**config.mk**
```make
export PLATFORM = sky130hd
export DESIGN_NAME = sp_unit_flat
export DESIGN_NICKNAME = d
export VERILOG_FILES = /design/src/rtl/sp_pkg.sv /design/src/rtl/sp_unit_if.sv /design/src/rtl/sp_unit_sub.sv /design/src/rtl/sp_unit.sv /design/src/flat_wrapper.sv
export SDC_FILE = /design/constraint.sdc
export NUM_CORES = 1
export LEC_CHECK = 0
export ABC_AREA = 1
export CAP_MARGIN = 40
export CORE_MARGIN = 2
export CORE_UTILIZATION = 32
export CTS_BUF_LIST = sky130_fd_sc_hd__clkbuf_4 sky130_fd_sc_hd__clkbuf_8
export DETAILED_ROUTE_END_ITERATION = 12
export PLACE_DENSITY_LB_ADDON = 0.3
export SETUP_SLACK_MARGIN = 0.4
export SLEW_MARGIN = 20
export SYNTH_ARGS = -nofsm -noshare
export SYNTH_HDL_FRONTEND = slang
export SYNTH_HIERARCHICAL = 1
export SYNTH_SLANG_ARGS = --single-unit
```
**constraint.sdc**
```tcl
create_clock -name clk -period 5.9 [get_ports clk]
set_input_delay 1.18 -clock clk [delete_from_list [all_inputs] [get_ports clk]]
set_output_delay 1.18 -clock clk [all_outputs]
set_load 0.005 [all_outputs]
```
**src/rtl/sp_pkg.sv**
```systemverilog
// Purpose: shared types and defaults for the stack pointer unit.
// Latency: n/a (types, constants and a pure decode helper only).
// Backpressure: n/a.
package sp_pkg;

    localparam int          SP_WIDTH     = 32;
    localparam logic [31:0] SP_STACK_TOP = 32'h0000_03FF;
    localparam int          SP_DEPTH     = 256;

    typedef enum logic [2:0] {
        OP_NONE,
        OP_PUSH,
        OP_POP,
        OP_SWAP,
        OP_LOAD
    } op_e;

    typedef enum logic {
        ST_IDLE,
        ST_ACK
    } state_e;

    // Priority decode: load beats swap, swap beats single push/pop.
    function automatic op_e decode_op(input logic push, input logic pop, input logic ld);
        op_e op;
        if (ld)               op = OP_LOAD;
        else if (push && pop) op = OP_SWAP;
        else if (push)        op = OP_PUSH;
        else if (pop)         op = OP_POP;
        else                  op = OP_NONE;
        return op;
    endfunction

endpackage

```
**src/rtl/sp_unit_if.sv**
```systemverilog
// Purpose: request/response bundle between the control unit and sp_unit.
// Latency: n/a (wires only).
// Backpressure: none; every sampled request is acknowledged one cycle later.
// Ports: requests push_req/pop_req/ld_req/ld_data/clr_err (master -> slave);
//        responses ack/err/mem_addr/sp/empty/full/ovf_err/unf_err (slave -> master).
interface sp_unit_if
    import sp_pkg::*;
#(
    parameter int WIDTH = SP_WIDTH
);
    logic             push_req;
    logic             pop_req;
    logic             ld_req;
    logic [WIDTH-1:0] ld_data;
    logic             clr_err;
    logic             ack;
    logic             err;
    logic [WIDTH-1:0] mem_addr;
    logic [WIDTH-1:0] sp;
    logic             empty;
    logic             full;
    logic             ovf_err;
    logic             unf_err;

    modport master (
        output push_req, pop_req, ld_req, ld_data, clr_err,
        input  ack, err, mem_addr, sp, empty, full, ovf_err, unf_err
    );

    modport slave (
        input  push_req, pop_req, ld_req, ld_data, clr_err,
        output ack, err, mem_addr, sp, empty, full, ovf_err, unf_err
    );
endinterface

```
**src/rtl/sp_unit_sub.sv**
```systemverilog
// Purpose: combinational ripple-borrow decrement by one (modulo 2^WIDTH).
// Latency: 0 cycles, purely combinational.
// Backpressure: n/a.
// Ports: din (operand), dout (din - 1). WIDTH must be at least 2.
module subtractor_one #(
    parameter int WIDTH = 32
) (
    input  logic [WIDTH-1:0] din,
    output logic [WIDTH-1:0] dout
);
    // b[i] is the borrow out of bit i; the final borrow out is not needed.
    logic [WIDTH-2:0] b;

    assign b[0]    = ~din[0];
    assign dout[0] = ~din[0];

    for (genvar i = 1; i < WIDTH - 1; i++) begin : g_borrow
        assign b[i] = b[i-1] & ~din[i];
    end

    for (genvar i = 1; i < WIDTH; i++) begin : g_diff
        assign dout[i] = din[i] ^ b[i-1];
    end
endmodule

```
**src/rtl/sp_unit.sv**
```systemverilog
// Purpose: empty-descending stack pointer with push/pop/swap/load ops.
// Latency: 1 cycle request-to-ack; sp/mem_addr/err valid in the ack cycle.
// Backpressure: none; held requests issue one op per cycle.
// Ports: clk, rst_n (async active-low), bus (sp_unit_if.slave).
// Config: SP_BOUNDS_CHECK_EN enables full/empty rejection and sticky error flags.
module sp_unit
    import sp_pkg::*;
#(
    parameter int               WIDTH     = SP_WIDTH,
    parameter logic [WIDTH-1:0] STACK_TOP = WIDTH'(SP_STACK_TOP),
    parameter int               DEPTH     = SP_DEPTH
) (
    input  logic      clk,
    input  logic      rst_n,
    sp_unit_if.slave  bus
);
    localparam logic [WIDTH-1:0] FULL_SP = STACK_TOP - WIDTH'(DEPTH);
    localparam logic [WIDTH-1:0] ONE     = WIDTH'(1);

    state_e           state_q, state_d;
    op_e              op;
    logic             reject;
    logic [WIDTH-1:0] sp_q, sp_d;
    logic [WIDTH-1:0] addr_q, addr_d;
    logic [WIDTH-1:0] sp_inc, sp_dec;
    logic             is_empty, is_full;

    assign sp_inc   = sp_q + ONE;
    assign is_empty = (sp_q == STACK_TOP);
    assign is_full  = (sp_q == FULL_SP);

    subtractor_one #(.WIDTH(WIDTH)) u_dec (
        .din  (sp_q),
        .dout (sp_dec)
    );

    always_comb begin
        op      = decode_op(bus.push_req, bus.pop_req, bus.ld_req);
        sp_d    = sp_q;
        addr_d  = addr_q;
        state_d = ST_IDLE;

        // Rejected push/pop still report the would-be address; only sp holds.
        case (op)
            OP_LOAD: begin
                sp_d   = bus.ld_data;
                addr_d = bus.ld_data;
            end
            OP_SWAP: addr_d = sp_inc;
            OP_PUSH: begin
                addr_d = sp_q;
                if (!reject) sp_d = sp_dec;
            end
            OP_POP: begin
                addr_d = sp_inc;
                if (!reject) sp_d = sp_inc;
            end
            default: ;
        endcase

        // ACK only persists when a fresh op lands on the same edge.
        case (state_q)
            ST_IDLE: if (op != OP_NONE) state_d = ST_ACK;
            ST_ACK:  if (op != OP_NONE) state_d = ST_ACK;
            default: state_d = ST_IDLE;
        endcase
    end

    always_ff @(posedge clk or negedge rst_n) begin
        if (!rst_n) begin
            state_q <= ST_IDLE;
            sp_q    <= STACK_TOP;
            addr_q  <= '0;
        end else begin
            state_q <= state_d;
            sp_q    <= sp_d;
            addr_q  <= addr_d;
        end
    end

    assign bus.ack      = (state_q == ST_ACK);
    assign bus.sp       = sp_q;
    assign bus.mem_addr = addr_q;
    assign bus.empty    = is_empty;
    assign bus.full     = is_full;

`ifdef SP_BOUNDS_CHECK_EN
    logic err_q, ovf_q, unf_q;
    logic ovf_set, unf_set;

    assign reject  = ((op == OP_PUSH) && is_full) ||
                     (((op == OP_POP) || (op == OP_SWAP)) && is_empty);
    assign ovf_set = reject && (op == OP_PUSH);
    assign unf_set = reject && (op != OP_PUSH);

    // Clear first, then set, so a new error on a clearing edge survives.
    always_ff @(posedge clk or negedge rst_n) begin
        if (!rst_n) begin
            err_q <= 1'b0;
            ovf_q <= 1'b0;
            unf_q <= 1'b0;
        end else begin
            err_q <= reject;
            ovf_q <= (ovf_q & ~bus.clr_err) | ovf_set;
            unf_q <= (unf_q & ~bus.clr_err) | unf_set;
        end
    end

    assign bus.err     = err_q;
    assign bus.ovf_err = ovf_q;
    assign bus.unf_err = unf_q;
`else
    logic unused_clr_err;

    assign reject         = 1'b0;
    assign unused_clr_err = bus.clr_err;
    assign bus.err        = 1'b0;
    assign bus.ovf_err    = 1'b0;
    assign bus.unf_err    = 1'b0;
`endif

endmodule

```
**src/flat_wrapper.sv**
```systemverilog
// flat-port wrapper written by rule: the top's interface ports become plain ports
module sp_unit_flat import sp_pkg::*;
#(
    parameter int               WIDTH     = SP_WIDTH,
    parameter logic [WIDTH-1:0] STACK_TOP = WIDTH'(SP_STACK_TOP),
    parameter int               DEPTH     = SP_DEPTH
)
  (clk, rst_n, bus_push_req, bus_pop_req, bus_ld_req, bus_ld_data, bus_clr_err, bus_ack, bus_err, bus_mem_addr, bus_sp, bus_empty, bus_full, bus_ovf_err, bus_unf_err);
  sp_unit_if #(.WIDTH(WIDTH)) bus_i ();
  input  logic clk;
  input  logic rst_n;
  input wire logic [$bits(bus_i.push_req)-1:0] bus_push_req;
  input wire logic [$bits(bus_i.pop_req)-1:0] bus_pop_req;
  input wire logic [$bits(bus_i.ld_req)-1:0] bus_ld_req;
  input wire logic [$bits(bus_i.ld_data)-1:0] bus_ld_data;
  input wire logic [$bits(bus_i.clr_err)-1:0] bus_clr_err;
  output wire logic [$bits(bus_i.ack)-1:0] bus_ack;
  output wire logic [$bits(bus_i.err)-1:0] bus_err;
  output wire logic [$bits(bus_i.mem_addr)-1:0] bus_mem_addr;
  output wire logic [$bits(bus_i.sp)-1:0] bus_sp;
  output wire logic [$bits(bus_i.empty)-1:0] bus_empty;
  output wire logic [$bits(bus_i.full)-1:0] bus_full;
  output wire logic [$bits(bus_i.ovf_err)-1:0] bus_ovf_err;
  output wire logic [$bits(bus_i.unf_err)-1:0] bus_unf_err;
  assign bus_i.push_req = bus_push_req;
  assign bus_i.pop_req = bus_pop_req;
  assign bus_i.ld_req = bus_ld_req;
  assign bus_i.ld_data = bus_ld_data;
  assign bus_i.clr_err = bus_clr_err;
  assign bus_ack = bus_i.ack;
  assign bus_err = bus_i.err;
  assign bus_mem_addr = bus_i.mem_addr;
  assign bus_sp = bus_i.sp;
  assign bus_empty = bus_i.empty;
  assign bus_full = bus_i.full;
  assign bus_ovf_err = bus_i.ovf_err;
  assign bus_unf_err = bus_i.unf_err;
  sp_unit #(.WIDTH(WIDTH), .STACK_TOP(STACK_TOP), .DEPTH(DEPTH)) u_core (.clk(clk), .rst_n(rst_n), .bus(bus_i));
endmodule
```
==> out/metrics.cfg, run 1 <==
[setup_path]
slowest_delay_ns = 0.54
path_common_cell = ha_4
cp.buffers_inverters = 3
path_delay_family = adder cells
setup.worst_path.end_class = flip-flop
criticalPathCategory = reg -> reg
critical_path.startpoint_type = flip-flop
crit_arrival_ns = 6.11
reg2reg_from = u_core/bus.sp[0]$_DFFE_PN1P_
slowest_stage = dfstp_2
worst-path-max-fanout = 2
worstPathRequired_ns = 6.21
cp-startpoint = u_core/bus.sp[0]$_DFFE_PN1P_

[timing]
tightest_slew_ns = 0.6915
slew_violations = 0
layout_setup_ws_ns = 0.1033
min_period_ns = 5.797
final.period_utilization = 0.9825
fmax_ghz = 0.1725
rsz0062_at_grt = true
relSlewSlack = 0.5383
setup_viol = 0
hold_viol = 0
fin_hold_ws_ns = 0.4865
fin_worst_skew_ns = 0.01648

[worst_hold_path]
min_path_type = reg -> reg
hold_start = u_core/bus.mem_addr[14]$_DFFE_PN0P_

[logic_synthesis]
avgSynthCellArea_um2 = 6.466
synth_top_family_by_area = simple AND/OR/NAND/NOR gates
ys_async_sr_fraction = 1.000
ys_warn_count = 6
synth_edf_count = 0
synth_seq_cells = 65
ys_seq_area_frac = 0.3145
synthMuxAreaShare = 0
synthXorXnorAreaFrac = 0.006723
syn_area_um2 = 5211
synth_cells = 806
synth-simple-area-share = 0.3150
ys_types = 32
synth-adder-area-share = 0.07443
synth_compound_gate_area_share = 0.1479
synthFlopType = dfrtp_1

[die]
num_rows = 46
core_um2 = 15890
die_w_um = 131.6
start_util = 0.3281
die-height_um = 131.6
num_io_pins = 108
dieArea_um2 = 17320

[finish]
nets = 970
multiInputGateArea_um2 = 3229
syn_to_final_growth_pct = 34.00
drive_gt1_frac = 0.09823
fillers = 1685
regArea_um2 = 1639
diodes = 0

[clocking]
clock_latency_ns = 0.38
htree_num_levels = 3
clockBufferDepth = 2
cts_buffers = 9
postCtsSetupBuffers = 0
cts-root-buf = clkbuf_8
cts_tree = built
clock-sinks = 65
hold_buffers = 0
clkTransAtPathRegs_ns = 0.08

[placed_design]
place.gp.congestion = 0.9039
io_buffers = 103
dp_hpwl_um = 12870
post-place-ws_ns = 0.1145

[power_and_ir_drop]
powerDensity_nw_per_um2 = 223.8
leakagePower_nw = 3.161
ir_worst_vdd_v = 0.0001763
finalPower_w = 0.001563

[run]
maxCapViolations = 0

[route]
routed_wl_um = 17840
drt_iter0_drc = 440
drc = 0
ant_nets = 0
vias = 5581
vias_per_cell = 4.974
drtPass1Iterations = 7
routedWlPerCell_um = 15.90

[grt]
gr-total-overflow = 0
grt_pass1_vias = 5384
grt_pass1_wl_um = 28590
grt_util_all_layers = 0.2093
grt_max_degree = 46
antenna_found_initial = 0

[outcome]
run_status = finished clean

==> placed cells by master, fill, tap and decap left out, types with 4 or more instances in the layout <==
master / count
a21oi_1: 45
a22oi_1: 10
a31oi_1: 4
buf_4: 6
clkbuf_8: 11
clkdlybuf4s50_1: 102
dfrtp_1: 55
dfstp_2: 10
ha_4: 30
inv_1: 132
inv_2: 11
nand2_1: 178
nand3_1: 66
nand4_1: 6
nor2_1: 131
o211ai_1: 10
o21ai_0: 39
o21ai_1: 4
o22ai_1: 22
xor2_1: 4
==> logic make-up (layout without fill, tap and decap cells) <==
logic type | Yosys count | after routing
flops | 65 | 65
simple gates | 394 | 394
other cells | 1 | 3
xor+xnor | 4 | 4
fa+ha+maj | 31 | 31
compound gates | 137 | 137
buf+inv | 174 | 272
==> sequential cells by signal, indices dropped and copies added, names as in the netlist <==
| signal | cells |
|---|---|
| u_core/bus.mem_addr | 32 |
| u_core/bus.sp | 32 |
| u_core/bus.ack | 1 |
==> cells in the mapped netlist, types with 2 or more instances <==
library cell | number | area [um^2]
nand2_1 | 178 | 668.1
inv_1 | 138 | 518.0
nor2_1 | 131 | 491.7
nand3_1 | 66 | 330.3
dfrtp_1 | 55 | 1376
a21oi_1 | 47 | 235.2
o21ai_0 | 41 | 205.2
ha_1 | 31 | 387.9
o22ai_1 | 22 | 137.6
buf_2 | 12 | 60.06
a22oi_1 | 10 | 75.07
dfstp_2 | 10 | 262.8
o211ai_1 | 10 | 75.07
buf_4 | 6 | 45.04
nand4_1 | 6 | 37.54
buf_6 | 5 | 56.30
inv_2 | 5 | 18.77
a31oi_1 | 4 | 25.02
clkbuf_1 | 4 | 15.01
xor2_1 | 4 | 35.03
nor2_2 | 3 | 18.77
buf_1 | 2 | 7.510
inv_4 | 2 | 12.51
nand2_2 | 2 | 12.51
nand2_4 | 2 | 22.52
nor3_1 | 2 | 10.01
nor4_1 | 2 | 12.51
o21ai_1 | 2 | 10.01
==> tightest hold or removal path: stages (launching register included) <==
cell and delay [ns]:
dfrtp_1 0.34, nand2_1 0.05, nand2_1 0.06
==> report_power, final <==
group          internal, W  switching, W
Clock             0.000183      0.000194
Sequential        0.000522     0.0000880
Combinational     0.000270      0.000307
Total             0.000974      0.000588
==> cell type report <==
type / instances / share of cell area
clock inverters: 3 / 0.002150
multi-input cells: 569 / 0.4625
clock buffers: 13 / 0.02383
well taps: 216 / 0.03870
flip-flops and latches: 65 / 0.2347
inverters: 145 / 0.07866
repair buffers: 111 / 0.1595
==> path summary, 6_finish.rpt <==
kind,end,slack (ns),cells after the start
worst max register to register,u_core/bus.sp[31]$_DFFE_PN0P_,0.10,38
worst min register to register,u_core/bus.mem_addr[14]$_DFFE_PN0P_,0.49,2
min in group asynchronous,u_core/bus.mem_addr[16]$_DFFE_PN0P_,0.79,2
max in group asynchronous,u_core/bus.sp[4]$_DFFE_PN1P_,4.51,3
worst min-delay path,u_core/bus.mem_addr[14]$_DFFE_PN0P_,0.49,2
worst max-delay path,u_core/bus.sp[31]$_DFFE_PN0P_,0.10,38
==> per-stage QoR <==
stage / area, um^2 / instances / util / TNS [ns]
floorplan: 5594 / 808 / - / 0
global placement: 6751 / 1104 / 0.4250 / 0
detailed placement: 6794 / 1106 / 0.4277 / 0
global route: 6983 / 1122 / 0.4396 / -0.01987
finish: 6983 / 1122 / 0.4396 / 0
CTS: 6983 / 1122 / 0.4396 / 0
==> timing repair <==
action                                  4_1_cts  5_1_grt
endpoints found under the setup margin        3        4
hold endpoints to repair                      0        0
pin swaps                                     1        2
resized for setup                             4        4
==> routing by layer <==
layer  track usage  vias up  part of all wire
li1              -     2765                 -
met1        0.2757     2598              0.45
met2        0.3374      188              0.46
met3       0.04977       30             0.063
met4       0.06884        0             0.019
met5             0        -                 0
Note: power is estimated with default switching activity, not from simulation.
==> inputs of run 2 (changes only) <==
HOLD_SLACK_MARGIN = 0.06   (was unset)
==> results of run 2 <==
Final layout, timing and power as in run 1 (identical DEF).
